==> config.mk <==
export PLATFORM = sky130hd
export DESIGN_NAME = gamepad_cont
export DESIGN_NICKNAME = d
export VERILOG_FILES = /design/src/rtl/gamepad_cont.sv
export SDC_FILE = /design/constraint.sdc
export NUM_CORES = 1
export LEC_CHECK = 0
export ABC_CLOCK_PERIOD_IN_PS = 2700
export CAP_MARGIN = 30
export CORE_ASPECT_RATIO = 0.7
export CORE_MARGIN = 2
export CORE_UTILIZATION = 58
export DETAILED_ROUTE_END_ITERATION = 8
export PLACE_DENSITY = 0.84
export SETUP_SLACK_MARGIN = 0.5
export SLEW_MARGIN = 10
export SYNTH_ARGS = -nofsm -noshare
export SYNTH_HDL_FRONTEND = slang
export SYNTH_SLANG_ARGS = --single-unit
==> constraint.sdc <==
create_clock -name clk -period 2.7 [get_ports clk]
set_input_delay 0.675 -clock clk [delete_from_list [all_inputs] [get_ports clk]]
set_output_delay 0.675 -clock clk [all_outputs]
set_load 0.05 [all_outputs]
==> src/rtl/gamepad_cont.sv <==
// ---------------------------------------------------------------------------
// gamepad_cont
//
// Continuous scanner for SNES-style serial gamepads. A free-running tick
// divider paces a small protocol FSM that selects one pad bank at a time,
// pulses the shared latch line, clocks 16 bits out of every pad in the bank
// and then publishes the 12 meaningful button bits of each pad into a flat,
// registered button map. Scanning runs back to back across all banks while
// ctrl_run is high and stops cleanly at the end of a full sweep.
//
// Ports
//   clk       system clock
//   rst       asynchronous reset, active-low
//   gp_sel    bank index driven to the pad multiplexer
//   gp_data   serial data, one line per pad in a bank (0 = pressed)
//   gp_latch  latch pulse to the pads (active-high)
//   gp_clk    shift clock to the pads (idles high)
//   gp_value  button map, 12 bits per pad, 1 = pressed;
//             pad p = bank*DATA_WIDTH + line lives at [12p +: 12]
//   ctrl_run  enables continuous scanning
// ---------------------------------------------------------------------------
module gamepad_cont #(
   parameter int DIV        = 15,
   parameter int SEL_WIDTH  = 1,
   parameter int DATA_WIDTH = 2
) (
   input  logic                                     clk,
   input  logic                                     rst,
   output logic [SEL_WIDTH-1:0]                     gp_sel,
   input  logic [DATA_WIDTH-1:0]                    gp_data,
   output logic                                     gp_latch,
   output logic                                     gp_clk,
   output logic [12*DATA_WIDTH*(2**SEL_WIDTH)-1:0]  gp_value,
   input  logic                                     ctrl_run
);

   localparam int NUM_BANKS   = 2**SEL_WIDTH;
   localparam int VALUE_WIDTH = 12*DATA_WIDTH*NUM_BANKS;
   localparam int CNT_WIDTH   = (DIV < 2) ? 1 : $clog2(DIV+1);

   localparam logic [CNT_WIDTH-1:0] CNT_RELOAD = CNT_WIDTH'(DIV);
   localparam logic [SEL_WIDTH-1:0] LAST_BANK  = SEL_WIDTH'(NUM_BANKS-1);
   localparam logic [3:0]           LAST_BIT   = 4'd15;

   typedef enum logic [1:0] {
      IDLE,
      SETTLE,
      LATCH,
      SHIFT
   } state_t;

   logic [CNT_WIDTH-1:0]               tick_cnt;
   logic                               tick;

   state_t                             state;
   state_t                             state_next;
   logic [SEL_WIDTH-1:0]               sel_next;
   logic                               latch_next;
   logic                               clk_next;
   logic [3:0]                         bit_cnt;
   logic [3:0]                         bit_next;
   logic                               phase;
   logic                               phase_next;
   logic                               latch_hold;
   logic                               hold_next;
   logic [DATA_WIDTH-1:0][15:0]        shreg;
   logic [DATA_WIDTH-1:0][15:0]        shreg_next;
   logic [VALUE_WIDTH-1:0]             value_next;

   // Protocol tick: the counter reloads on the cycle it reaches zero, so a
   // tick occurs every DIV+1 clocks and the first one lands DIV clocks after
   // reset is released.
   always_ff @(posedge clk or negedge rst) begin
      if (!rst) begin
         tick_cnt <= CNT_RELOAD;
      end else if (tick) begin
         tick_cnt <= CNT_RELOAD;
      end else begin
         tick_cnt <= tick_cnt - CNT_WIDTH'(1);
      end
   end

   assign tick = (tick_cnt == '0);

   // State and output registers. Every pad-facing output comes straight from
   // a flop so the connector lines never glitch.
   always_ff @(posedge clk or negedge rst) begin
      if (!rst) begin
         state      <= IDLE;
         gp_sel     <= '0;
         gp_latch   <= 1'b0;
         gp_clk     <= 1'b1;
         bit_cnt    <= '0;
         phase      <= 1'b0;
         latch_hold <= 1'b0;
         shreg      <= '0;
         gp_value   <= '0;
      end else begin
         state      <= state_next;
         gp_sel     <= sel_next;
         gp_latch   <= latch_next;
         gp_clk     <= clk_next;
         bit_cnt    <= bit_next;
         phase      <= phase_next;
         latch_hold <= hold_next;
         shreg      <= shreg_next;
         gp_value   <= value_next;
      end
   end

   // Next-state logic. Nothing moves except on a tick. In SHIFT each bit
   // takes two ticks: the first samples the lines and drops gp_clk, the
   // second raises gp_clk again, which makes the pads present the next bit.
   // The shift registers fill from the top so that after 16 samples the
   // first sampled bit sits at index 0. The button map for the whole bank
   // is written in one go on the final rising edge of gp_clk, so software
   // never sees a half-shifted pad.
   always_comb begin
      state_next = state;
      sel_next   = gp_sel;
      latch_next = gp_latch;
      clk_next   = gp_clk;
      bit_next   = bit_cnt;
      phase_next = phase;
      hold_next  = latch_hold;
      shreg_next = shreg;
      value_next = gp_value;

      if (tick) begin
         case (state)
            IDLE: begin
               latch_next = 1'b0;
               clk_next   = 1'b1;
               if (ctrl_run) begin
                  state_next = SETTLE;
                  sel_next   = '0;
               end
            end

            SETTLE: begin
               state_next = LATCH;
               latch_next = 1'b1;
               hold_next  = 1'b0;
            end

            LATCH: begin
               if (!latch_hold) begin
                  hold_next = 1'b1;
               end else begin
                  state_next = SHIFT;
                  latch_next = 1'b0;
                  bit_next   = '0;
                  phase_next = 1'b0;
               end
            end

            SHIFT: begin
               if (!phase) begin
                  for (int d = 0; d < DATA_WIDTH; d++) begin
                     shreg_next[d] = {gp_data[d], shreg[d][15:1]};
                  end
                  clk_next   = 1'b0;
                  phase_next = 1'b1;
               end else begin
                  clk_next   = 1'b1;
                  phase_next = 1'b0;
                  if (bit_cnt == LAST_BIT) begin
                     for (int b = 0; b < NUM_BANKS; b++) begin
                        for (int d = 0; d < DATA_WIDTH; d++) begin
                           if (SEL_WIDTH'(b) == gp_sel) begin
                              value_next[12*(b*DATA_WIDTH+d) +: 12] = ~shreg[d][11:0];
                           end
                        end
                     end
                     bit_next = '0;
                     if (gp_sel != LAST_BANK) begin
                        sel_next   = gp_sel + SEL_WIDTH'(1);
                        state_next = SETTLE;
                     end else begin
                        sel_next   = '0;
                        state_next = ctrl_run ? SETTLE : IDLE;
                     end
                  end else begin
                     bit_next = bit_cnt + 4'd1;
                  end
               end
            end

            default: begin
               state_next = IDLE;
            end
         endcase
      end
   end

endmodule

== Word-level counts from Yosys, hierarchy flattened ==
Cells that the tools add are included.

* Output and inout port bits: 51
* Flip-flop bits (word level): 95
* Logic and storage cells: 67

* Add/sub/neg operators: 3
* Reductions and logical operators: 16
* Bitwise operators: 4
* Muxes and demuxes: 24
* Eq/ne operators: 8

{| class="wikitable"
|+ Operators by type and width
! cell !! number
|-
| $not 12->12 || 2
|-
| $reduce_and 5->1 || 4
|-
| $mux 4 || 4
|-
| $mux 1 || 9
|-
| $reduce_and 3->1 || 3
|-
| $mux 2 || 4
|-
| $ne 2x2->1 const B || 4
|-
| $pmux 1 s2 || 4
|-
| $pmux 2 s4 || 1
|-
| $pmux 4 s2 || 1
|-
| $reduce_bool 2->1 || 3
|-
| $add 4x1->4 const B || 1
|-
| $eq 2x2->1 const B || 2
|-
| $eq 4x4->1 const B || 1
|-
| $logic_not 4->1 || 1
|-
| $reduce_and 2->1 || 2
|-
| $reduce_and 4->1 || 1
|-
| $sub 4x1->4 const B || 1
|-
| $pmux 1 s3 || 1
|-
| $reduce_bool 3->1 || 1
|-
| $eq 2x1->1 const B || 1
|-
| $logic_not 2->1 || 1
|-
| $not 1->1 || 2
|-
| $add 1x1->1 const B || 1
|}

== Depth between registers and ports, before layout ==
* Word-level depth: 5
* Gate-level depth with buffers: 8
* Depth with buffers taken out: 6

== Worst setup path before layout ==
No wires, ideal clock.

* Path type: reg2reg
* From: register tick_cnt[0]
* To: register state[1]
* Cell stages (with the launch flop): 7
* Arrival time: 1,587 ps
* Data required time: 2,575 ps
* Period minus slack after synthesis: 1,712 ps
* Path slack: 988 ps
* Path through: dfstp_2 > inv_1 > ha_1 > or3b_4 > a21oi_4 > nand3_2 > mux2_4

* Cells in the longest elaborated chain, start to end: 2

{| class="wikitable"
|+ RTL lines
! item !! RTL line !! text
|-
| start, declared || 52 || <nowiki>logic [CNT_WIDTH-1:0] tick_cnt;</nowiki>
|-
| start signal, assigned || 79 || <nowiki>tick_cnt <= tick_cnt - CNT_WIDTH'(1);</nowiki>
|-
| $logic_not 4->1 || 83 || <nowiki>assign tick = (tick_cnt == '0);</nowiki>
|-
| $reduce_and 5->1 (no line) || n/a ||
|-
| end signal, assigned || 99 || <nowiki>state <= state_next;</nowiki>
|-
| end, declared || 55 || <nowiki>state_t state;</nowiki>
|}

No other way between the ends.
A chain may end at the register's enable or synchronous reset.

== Worst setup path in the final report ==
* From: register state[1]
* To: register shreg[8] (netlist name)

* Cells in the longest elaborated chain, start to end: 2

{| class="wikitable"
|+ RTL lines
! item !! RTL line !! text
|-
| $eq 2x2->1 || 130 || <nowiki>case (state)</nowiki>
|-
| $reduce_and 3->1 (no line) || n/a ||
|-
| end signal, assigned || 106 || <nowiki>shreg <= shreg_next;</nowiki>
|-
| end, declared || 66 || <nowiki>logic [DATA_WIDTH-1:0][15:0] shreg;</nowiki>
|}

No other way between the ends.

==> impl_metrics.yaml <==
timing:
  slew_headroom_pct: 62.5
  setup_viol: 0
  drv_slew: 0
  finalHoldViolations: 0
  tightest_slew_ps: 563
  fin_crit_ps: 2100
  finalSetupTns_ps: 0
  fin_crit_sh_pct: 77.6
  finClkSkew_ps: 9.67
  rsz0062_at_grt: "false"
  fmax_mhz: 477
floorplan:
  ios: 56
  chipHeight_um: 72.1
  die_area_mm2: 0.00730
  coreArea_mm2: 0.00631
  rows: 24
  floorplan.initialDensity_pct: 60.9
  die_w_um: 101
clock_tree:
  cts_buffers: 9
  root_buffer: "clkbuf_8"
  clk_path_buf_depth: 2
  postCtsSetupBuffers: 0
  htree_num_levels: 3
  cts_tree: "built"
  clock_sinks: 95
  path_clk_slew_ps: 90
  insertion_delay_ps: 350
setup_path:
  crit_slowest_cell: "dfrtp_1"
  crit_chain: "ha_2 -> nor2b_1 -> nand2_4 -> mux2_1"
  critPathMaxFanout: 32
  worst_r2r_startpoint: "state[1]"
  cp_top_family: "simple AND/OR/NAND/NOR gates"
  worst-setup-path-type: "reg2reg"
  cp-endpoint: "shreg[8]"
  crit_arrival_ps: 2330
  rr_endpoint: "shreg[8]"
  worstSetupStartpoint: "state[1]"
  ff2ff_setup_slack_ps: 600
  cpPeakStageDelay_ps: 450
  cp.depth: 4
  reg2regPathDepth: 4
  worst_setup_path_start_kind: "flop"
  crit_path_end_kind: "flop"
  crit_required_ps: 2930
  critPathBufInv: 0
cells_and_area:
  nets: 377
  antenna_cells: 0
  regArea_mm2: 0.00238
  multiInputGateArea_mm2: 0.00131
  fillers: 419
  final_util_pct: 73.3
  final_layout_size_suffix_gt1_share_pct: 19.5
  area_delta_synth_final_pct: 20.3
placement:
  dpl.hpwl_mm: 5.05
  place_congestion: 0.902
  portBuffers: 55
synthesis:
  synthAdderAreaFrac_pct: 2.61
  synth_top_area_share_pct: 58.6
  synth_xor_area_share_pct: 0.228
  yosys.area_share.simple_pct: 9.12
  synth.avg_cell_area_um2: 12.6
  yosysTopAreaCell: "dfrtp_1"
  yosysSeqAreaShare_pct: 62.1
  synthesis.nets: 319
  synth-compound-area-share_pct: 11.4
  synth_ff_type: "dfrtp_1"
  async_reset_ff_share_pct: 100
  synth_mux_area_share_pct: 10.6
  synth_most_common_cell: "dfrtp_1"
  synth_top_family_by_area: "compound AO/OA/AOI/OAI gates"
  synth-edff-count: 0
  yosys-top-cells-count: "dfrtp_1, nand2_1, o21ai_1"
  synthTopCellsByArea: "dfrtp_1, mux2_2, nand2_1"
  yosysUniqueCellTypes: 43
  yosys_warnings: 0
  synthCells: 306
  syn-cell-area_mm2: 0.00384
  synth_seq_cells: 95
power_and_ir_drop:
  swShare_pct: 20.7
  power_frac_clock_pct: 40.7
  combPwrFrac_pct: 1.6
  internal_power_w: 0.00196
  p_per_area_mw_per_mm2: 535
  p_seq_share_pct: 57.7
  p_leak_nw: 2.66
  ir_worst_vdd_v: 0.000475
  switchingPower_w: 0.000511
global_routing:
  grt_use_total_pct: 22.1
  grt_max_degree: 48
  grt.overflow.total: 0
  antenna_found_initial: 0
  grt_pass1_wl_mm: 12.3
  grt_pass1_vias: 2483
route:
  final_antenna_net_count: 0
  wl_per_cell_um: 16.7
  first_pass_iters: 4
  wirelength_mm: 7.47
  initialDrtViolationCount: 173
  drc_errors: 0
  routed_via_density: 5.52
  dr_total_vias: 2468
min_path:
  hold_path.class: "in2async"
run_status:
  status: "finished, final reports clean"
job:
  maxCapViolCount: 0
## cell type report
class | instances | share of cell area, %
flip-flops and latches | 95 | 51.6
well taps | 78 | 2.11
inverters | 9 | 0.731
multi-input cells | 188 | 28.2
clock inverters | 7 | 2.06
clock buffers | 9 | 2.68
repair buffers | 61 | 12.6
## registers in the layout, summed over array words and instances, names as in the netlist
signal,flops
latch_hold,1
gp_value,48
gp_clk,1
phase,1
state,2
tick_cnt,4
shreg,32
bit_cnt,4
gp_latch,1
gp_sel,1
## kinds of logic after synthesis
logic type,count (synthesis)
AO/OA/AOI/OAI,71
XOR/XNOR,1
buffers and inverters,23
AND/OR/NAND/NOR,72
flip-flops,95
multiplexers,36
adder cells (fa/ha/maj),8
## power groups by stage
stage                     combinational, W  clock [W]  sequential, W
final                            0.0000383    0.00101        0.00143
after floorplan                 0.00000304          0        0.00145
after CTS                        0.0000406    0.00103        0.00143
after global placement           0.0000393          0        0.00145
after detailed placement         0.0000404          0        0.00145
after global routing             0.0000454    0.00109        0.00143
## worst register-to-register path: stages (launching register included)
cell and delay [ps]:
dfrtp_1 450, ha_2 360, nor2b_1 420, nand2_4 340, mux2_1 410
## stage by stage
step           hold slack [ps]  std cells  cell area, um^2  power [W]  worst slack, ps
3_3_place_gp               438        431             4420    0.00149              605
6_report                   310        447             4620    0.00247              604
4_1_cts                    315        447             4590    0.00250              500
5_1_grt                    340        447             4620    0.00256              498
3_5_place_dp               460        431             4420    0.00149              538
2_1_floorplan              379        306             3840    0.00146              988
## worst min-delay path by stage
stage                             end  slack, ps  cells after the start
after floorplan            bit_cnt[0]        380                      0
after global placement    tick_cnt[0]        440                      1
after detailed placement  tick_cnt[0]        460                      1
after CTS                 gp_value[3]        320                      1
after global routing      gp_value[5]        340                      1
final                     gp_value[3]        310                      1
## layer usage
| layer | vias to the layer above | routed length [um] | GRT usage (%) |
|---|---|---|---|
| li1 | 1178 | - | - |
| met1 | 1207 | 3440 | 30.9 |
| met2 | 74 | 3500 | 34.3 |
| met3 | 9 | 466 | 6.45 |
| met4 | 0 | 70 | 6.01 |
| met5 | - | 0 | 0 |
## cell usage in the layout, fill, tap and decap left out, drive strengths merged, types with 2 or more instances in the layout
master	instances
dfrtp	90
nand2	55
o21ai	55
dlygate4sd2	40
mux2	34
dlymetal6s2s	11
inv	11
clkbuf	9
ha	8
buf	7
dfstp	5
nand3	4
o31ai	3
clkdlybuf4s50	3
a21oi	3
a22o	3
mux2i	2
nor2	2
bufinv	2
clkinv	2
## what timing repair did
action | in CTS | in global routing
hold buffers | 0 | 0
endpoints found under the setup margin | 40 | 43
gates resized for setup | 40 | 12
(Power assumes the default switching activity.)
